$ cat src/rtl/execute_port1_wb_arbiter.sv
// execute_port1_wb_arbiter: divider-priority writeback arbiter with an in-order ALU result FIFO
// Define MIST1032SA_WB_ARB_STARVE_EN to force the ALU FIFO through after STARVE_MAX divider wins.
module execute_port1_wb_arbiter #(
    parameter int DEPTH = 4,
    parameter int DEPTH_N = 2,
    parameter int STARVE_MAX = 8
) (
    input  logic        iCLOCK,
    input  logic        inRESET,
    input  logic        iFREE_EX,
    input  logic        iALU_VALID,
    input  logic [55:0] iALU_PAYLOAD,
    output logic        oALU_LOCK,
    input  logic        iDIV_VALID,
    input  logic [44:0] iDIV_PAYLOAD,
    output logic        oDIV_BUSY,
    output logic        oWB_VALID,
    output logic [55:0] oWB_PAYLOAD,
    output logic        oOVERFLOW
);
    localparam logic [DEPTH_N:0] FULL_CNT = (DEPTH_N + 1)'(DEPTH);
    localparam logic [DEPTH_N:0] LOCK_CNT = (DEPTH_N + 1)'(DEPTH - 1);

    logic [55:0] fifo_mem [DEPTH];
    logic [DEPTH_N-1:0] wr_ptr, rd_ptr;
    logic [DEPTH_N:0] count, count_next;
    logic [55:0] div_wb, wb_next;
    logic fifo_empty, fifo_full, div_win, pop, bypass, push, push_ok, drop;

    // Divider results always write a register and never touch the flags.
    assign div_wb = {iDIV_PAYLOAD[44:32], 1'b1, iDIV_PAYLOAD[31:0], 5'h0, 1'b0, 4'h0};

    always_comb begin
        fifo_empty = count == '0;
        fifo_full  = count == FULL_CNT;
        div_win    = iDIV_VALID && !oDIV_BUSY;
        pop        = !div_win && !fifo_empty;
        bypass     = !div_win && fifo_empty && iALU_VALID;
        push       = iALU_VALID && !bypass;
        push_ok    = push && (!fifo_full || pop);
        drop       = push && fifo_full && !pop;
        count_next = count + (DEPTH_N + 1)'(push_ok) - (DEPTH_N + 1)'(pop);
        wb_next    = div_win ? div_wb : pop ? fifo_mem[rd_ptr] : iALU_PAYLOAD;
    end

    always_ff @(posedge iCLOCK) begin
        if (push_ok)
            fifo_mem[wr_ptr] <= iALU_PAYLOAD;
    end

    always_ff @(posedge iCLOCK or negedge inRESET) begin
        if (!inRESET) begin
            wr_ptr      <= '0;
            rd_ptr      <= '0;
            count       <= '0;
            oALU_LOCK   <= 1'b0;
            oWB_VALID   <= 1'b0;
            oWB_PAYLOAD <= '0;
            oOVERFLOW   <= 1'b0;
        end else if (iFREE_EX) begin
            wr_ptr      <= '0;
            rd_ptr      <= '0;
            count       <= '0;
            oALU_LOCK   <= 1'b0;
            oWB_VALID   <= 1'b0;
            oWB_PAYLOAD <= '0;
            oOVERFLOW   <= 1'b0;
        end else begin
            wr_ptr    <= wr_ptr + DEPTH_N'(push_ok);
            rd_ptr    <= rd_ptr + DEPTH_N'(pop);
            count     <= count_next;
            // One spare slot absorbs the input already in flight when the lock rises.
            oALU_LOCK <= count_next >= LOCK_CNT;
            oWB_VALID <= div_win || pop || bypass;
            if (div_win || pop || bypass)
                oWB_PAYLOAD <= wb_next;
            oOVERFLOW <= oOVERFLOW || drop;
        end
    end

`ifdef MIST1032SA_WB_ARB_STARVE_EN
    localparam int SW = $clog2(STARVE_MAX + 1);
    localparam logic [SW-1:0] STARVE_LIM = SW'(STARVE_MAX);

    logic [SW-1:0] starve_cnt;

    assign oDIV_BUSY = starve_cnt == STARVE_LIM;

    always_ff @(posedge iCLOCK or negedge inRESET) begin
        if (!inRESET)
            starve_cnt <= '0;
        else if (iFREE_EX || pop || count_next == '0)
            starve_cnt <= '0;
        else if (div_win && !fifo_empty && starve_cnt != STARVE_LIM)
            starve_cnt <= starve_cnt + SW'(1);
    end
`else
    assign oDIV_BUSY = 1'b0;
`endif

endmodule

$ cat config.mk
export PLATFORM = sky130hd
export DESIGN_NAME = execute_port1_wb_arbiter
export DESIGN_NICKNAME = d
export VERILOG_FILES = /design/src/rtl/execute_port1_wb_arbiter.sv
export SDC_FILE = /design/constraint.sdc
export NUM_CORES = 1
export LEC_CHECK = 0
export ABC_CLOCK_PERIOD_IN_PS = 7480
export CAP_MARGIN = 20
export CORE_MARGIN = 2
export CORE_UTILIZATION = 50
export DETAILED_ROUTE_END_ITERATION = 12
export PLACE_DENSITY = 0.85
export SYNTH_ARGS = -nofsm -noshare
export SYNTH_HDL_FRONTEND = slang
export SYNTH_SLANG_ARGS = --single-unit
export TNS_END_PERCENT = 10
$ cat constraint.sdc
create_clock -name iCLOCK -period 7.48 [get_ports iCLOCK]
set_input_delay 2.244 -clock iCLOCK [delete_from_list [all_inputs] [get_ports iCLOCK]]
set_output_delay 2.244 -clock iCLOCK [all_outputs]
set_load 0.1 [all_outputs]
# == Word-level counts from Yosys, hierarchy flattened ==
# Memories as Yosys holds them, arrays and structs flattened.
# Cells that the tools add are included.
# totals
out_inout_bits,60
regBits,66
n_memories,1
wordCells,44
inputBits,106
mem_bits_rw,224
# memory_table
name,words,width,read_ports,rd_ports_with_merged_regs,wr,line,text
fifo_mem,4,56,1,0,1,24,logic [55:0] fifo_mem [DEPTH];
# classes
reduce_logical,18
n_addsub,4
muxes,12
order_cmp,1
n_eq_ne,1
# op_table
op,count
56-bit 2-to-1 mux,4
1-bit logical AND,7
1-bit logical NOT,5
1-bit 2-to-1 mux,5
2-bit by 1-bit adder with 2-bit output,2
1-bit logical OR,4
2-bit 2-to-1 mux,2
3-bit by 1-bit adder with 3-bit output,1
3-bit equality test (second input constant),1
3-bit by 2-bit >= comparator with 1-bit output (second input constant),1
3-bit logical NOT,1
3-bit 2-to-1 mux,1
3-bit by 1-bit subtractor with 3-bit output,1
2-bit nonzero test,1

# == Logic depth before layout (Yosys ltp) ==
# depth
depth_word,10
mapped_depth,14
depth_no_buf,10

# == Least setup slack after synthesis ==
# No wires, ideal clock.
# synth_timing
path_kind,input to register
startpoint,input iDIV_VALID
endpoint,"memory fifo_mem[2][0], enable pin"
setup_ns,0.551
required_time_ns,6.929
path_buffers,1
path_stages,4
arrival_time_ns,6.905
path_slack_ns,0.024
cell_sequence,clkbuf_1 > xor2_1 > o31ai_1 > nor3b_1
# synth_between
elab_chain_cells,8
word_cells_on_any_way,10
classes_between,mux: 2; reduce/logical: 8
# synth_lines
element,line,text
"start, declared",14,"input logic iDIV_VALID,"
1-bit logical NOT (*),"37, 38",
1-bit logical AND (2 in series),38,bypass = !div_win && fifo_empty && iALU_VALID;
1-bit logical NOT,39,push = iALU_VALID && !bypass;
1-bit logical AND,39,
1-bit logical AND (*),40,push_ok = push && (!fifo_full || pop);
1-bit 2-to-1 mux (*),47,if (push_ok)
1-bit 2-to-1 mux (implied by the code) (*),48,fifo_mem[wr_ptr] <= iALU_PAYLOAD;
"end, declared",24,
# Every way passes the cells marked *; elsewhere a longest branch is shown, timed or not.

# == Worst setup path in the final report ==
# layout_timing
startpoint,input iDIV_VALID
endpoint,register oWB_PAYLOAD[2]
# layout_between
elab_chain_cells,6
word_cells_on_any_way,11
classes_between,mux: 4; reduce/logical: 7
# layout_lines
element,line,text
1-bit logical NOT,"37, 38",
1-bit logical AND,37,pop = !div_win && !fifo_empty;
56-bit 2-to-1 mux (2 in series),43,wb_next = div_win ? div_wb : pop ? fifo_mem[rd_ptr] : iALU_PAYLOAD;
56-bit 2-to-1 mux,75,if (div_win || pop || bypass)
56-bit 2-to-1 mux,60,end else if (iFREE_EX) begin
"end signal, assigned",76,oWB_PAYLOAD <= wb_next;
"end, declared",18,"output logic [55:0] oWB_PAYLOAD,"
# Several ways; a longest one is shown, not always the timed one. The select of a mux whose other input is x is not followed.
# A chain may end at the register's enable or synchronous reset.

==> flow_summary.toml <==
[place]
gp_congestion = 0.723
io_buffers = 164
hpwl_um = 15300

[global_routing]
grt_max_degree = 102
use_met3_pct = 4.02
grt.busiest_layer = "met2"
track_usage_pct = 21.1
met2_usage_pct = 35.6
antenna_found_initial = 0
grt_pass1_vias = 7377
grt_pass1_wl_um = 40300
overflow = 0
gr-usage-met1_pct = 28.4

[pwr]
power.switching_w = 0.00184
p_comb_share_pct = 31.8
pwr-share-seq_pct = 40.0
power_density_nw_per_um2 = 361
p_clk_share_pct = 28.2
peakVddDrop_v = 0.000360
internal_power_w = 0.00349
switching_share_pct = 34.5
cellLeakagePower_nw = 4.97

[cts]
cts_tree = "built"
cts_hold_buf = 0
clkTransAtPathRegs_ns = 0.06
numClockSinks = 290
cts_buffer_depth = 3
cts.repair.resized = 0
cts_setup_buffers = 0
clk_latency_ns = 0.54
h-tree-depth = 1
numCtsBuffers = 29
clock-root-buffer = "clkbuf_16"

[yosys]
yosysWarnings = 0
syn_avg_cell_area_um2 = 17.2
ys_seq_area_share_pct = 70.9
syn_area_um2 = 11800
synth.ff_latch_count = 290
ys_types = 32
syn-num-nets = 797
synthCells = 686

[sta]
finalSetupViolCount = 0
final_max_slew_viol_count = 0
clock_skew_ns = 0.0175
max_freq_ghz = 0.227
finalHoldViolCount = 0
grt_setup_unrepaired = "false"
tightestPinTransition_ns = 1.08
post-route-period-util_pct = 58.8
period_minus_slack_ns = 4.40
maxSlewHeadroom_pct = 28.0
tns_ns = 0

[worst_setup_path]
cp.required_ns = 7.94
path_buf_inv = 3
crit_path_max_incr_delay_ns = 0.68
worstPathMaxFanout = 86
path_class = "primary input to register"
crit_slowest_cell = "or4_4"
cp.depth = 6
arrival_ns = 4.86
r2r_start = "count[2]"
r2r_cells = 10
critPathLaunch = "iDIV_VALID"
r2r_slack_ns = 4.60
crit_family = "simple AND/OR/NAND/NOR gates"
crit_chain = "buf_4 -> buf_4 -> or4_4 -> nor3_4 -> buf_4 -> a221o_1"
cp-end-kind = "register"
cp-start-kind = "primary input"
crit_top_cell = "buf_4"

[die]
rows = 56
die_h_um = 158
core-area_um2 = 23300
initial_core_util_pct = 50.6
ios = 166
die_w_um = 158
die-area_um2 = 24900

[hold_path]
hp-class = "register to register"
hp-start = "oWB_PAYLOAD[28]"
holdPathStages = 1

[route]
drtIter0Drc = 663
dr.pass1.iters = 5
vias = 6818
avgViaCountPerCell = 5.77
avgRoutedWirePerCell_um = 21.7
drc = 0
ant_nets = 0
wirelength_um = 25700

[layout]
n_antenna_cell = 0
fin_nets = 951
area_delta_synth_final_pct = 24.8
final_core_util_pct = 63.2
drive_above_1_share_pct = 15.3

[run_status]
status = "finished, final reports clean"

[flow_run]
cap_violations = 0
## per-layer routing
| metal | part of all wire [%] | vias up | wire (um) |
|---|---|---|---|
| li1 | - | 3049 | - |
| met1 | 41 | 3456 | 10400 |
| met2 | 50 | 273 | 12800 |
| met3 | 7.5 | 40 | 1940 |
| met4 | 2.0 | 0 | 522 |
| met5 | 0 | - | 0 |
## cell type report
class / count / area, um^2
clock buffers: 44 / 882
repair buffers: 178 / 1740
well taps: 319 / 399
flip-flops and latches: 290 / 8380
clock inverters: 10 / 140
inverters: 4 / 15.0
multi-input cells: 337 / 3180
fillers: 1655 / 8590
## power groups by stage
stage,registers [W],logic (W),clock network [W]
detailed placement,0.00217,0.00170,0
floorplan,0.00269,0.000744,0
global route,0.00216,0.00179,0.00159
finish,0.00213,0.00170,0.00150
CTS,0.00214,0.00171,0.00153
global placement,0.00215,0.00168,0
## per-stage QoR
stage	worst slack (ns)	hold WS (ns)	instance area, um^2	std cells	total power, W
after floorplan	0.0245	0.557	11800	686	0.00343
after global placement	2.67	0.474	13700	1128	0.00383
after detailed placement	2.60	0.483	13700	1128	0.00387
after CTS	3.12	0.497	14700	1182	0.00538
after global routing	2.96	0.514	14700	1182	0.00555
final	3.08	0.494	14700	1182	0.00533
## worst paths after layout
kind,endpoint
min,oWB_PAYLOAD[28]
max reg2reg,oALU_LOCK
max in group asynchronous,rd_ptr[0]
min in group asynchronous,oWB_PAYLOAD[5]
max,oWB_PAYLOAD[2]
min reg2reg,oWB_PAYLOAD[28]
## logic make-up (layout without fill, tap and decap cells)
kind of cell,count (synthesis),after routing,synth area share (%)
AND/OR/NAND/NOR,166,166,8.01
other,1,1,0.0318
XOR/XNOR,4,4,0.413
adder cells (fa/ha/maj),5,5,0.593
buffers and inverters,59,236,2.44
flip-flops,290,290,70.9
multiplexers,56,56,10.7
AO/OA/AOI/OAI,105,105,6.90
## sequential cells by signal, indices dropped and copies added, names as in the netlist
register,cells
rd_ptr,2
count,3
oALU_LOCK,1
oWB_PAYLOAD,56
wr_ptr,2
oWB_VALID,1
oOVERFLOW,1
fifo_mem,224
## cells in the final DEF, fill, tap and decap left out, drive strengths merged, types with 4 or more instances in the layout
| cell type | instances |
|---|---|
| edfxtp | 224 |
| or3 | 46 |
| nor2b | 48 |
| a21oi | 46 |
| nor3 | 4 |
| dfrtp | 66 |
| clkdlybuf4s50 | 162 |
| a221o | 10 |
| a32o | 46 |
| nor2 | 52 |
| ha | 4 |
| inv | 5 |
| mux4 | 56 |
| clkbuf | 44 |
| nor4b | 10 |
| buf | 16 |
## cell usage after synthesis
library cell | instances | share of area, %
nor4b_1 | 10 | 0.74
nand2b_1 | 1 | 0.053
nor2_1 | 52 | 1.7
dfrtp_1 | 66 | 14
xnor3_1 | 1 | 0.19
a21oi_1 | 46 | 1.9
mux4_2 | 56 | 11
or4_4 | 1 | 0.095
buf_6 | 4 | 0.38
buf_2 | 11 | 0.47
a32o_1 | 46 | 3.9
o31ai_1 | 1 | 0.064
buf_4 | 6 | 0.38
fa_1 | 1 | 0.17
xnor2_1 | 2 | 0.15
nor2b_1 | 48 | 2.5
ha_1 | 4 | 0.42
nor3_2 | 2 | 0.17
nor4_1 | 1 | 0.053
a221o_1 | 10 | 0.85
and3_1 | 1 | 0.053
nor3b_1 | 2 | 0.13
inv_1 | 4 | 0.13
edfxtp_1 | 224 | 57
nor3_1 | 2 | 0.085
conb_1 | 1 | 0.032
or3_1 | 46 | 2.4
xor2_1 | 1 | 0.074
a21o_1 | 1 | 0.064
clkbuf_1 | 31 | 0.99
buf_1 | 3 | 0.095
a41oi_1 | 1 | 0.074
(Power assumes the default switching activity.)
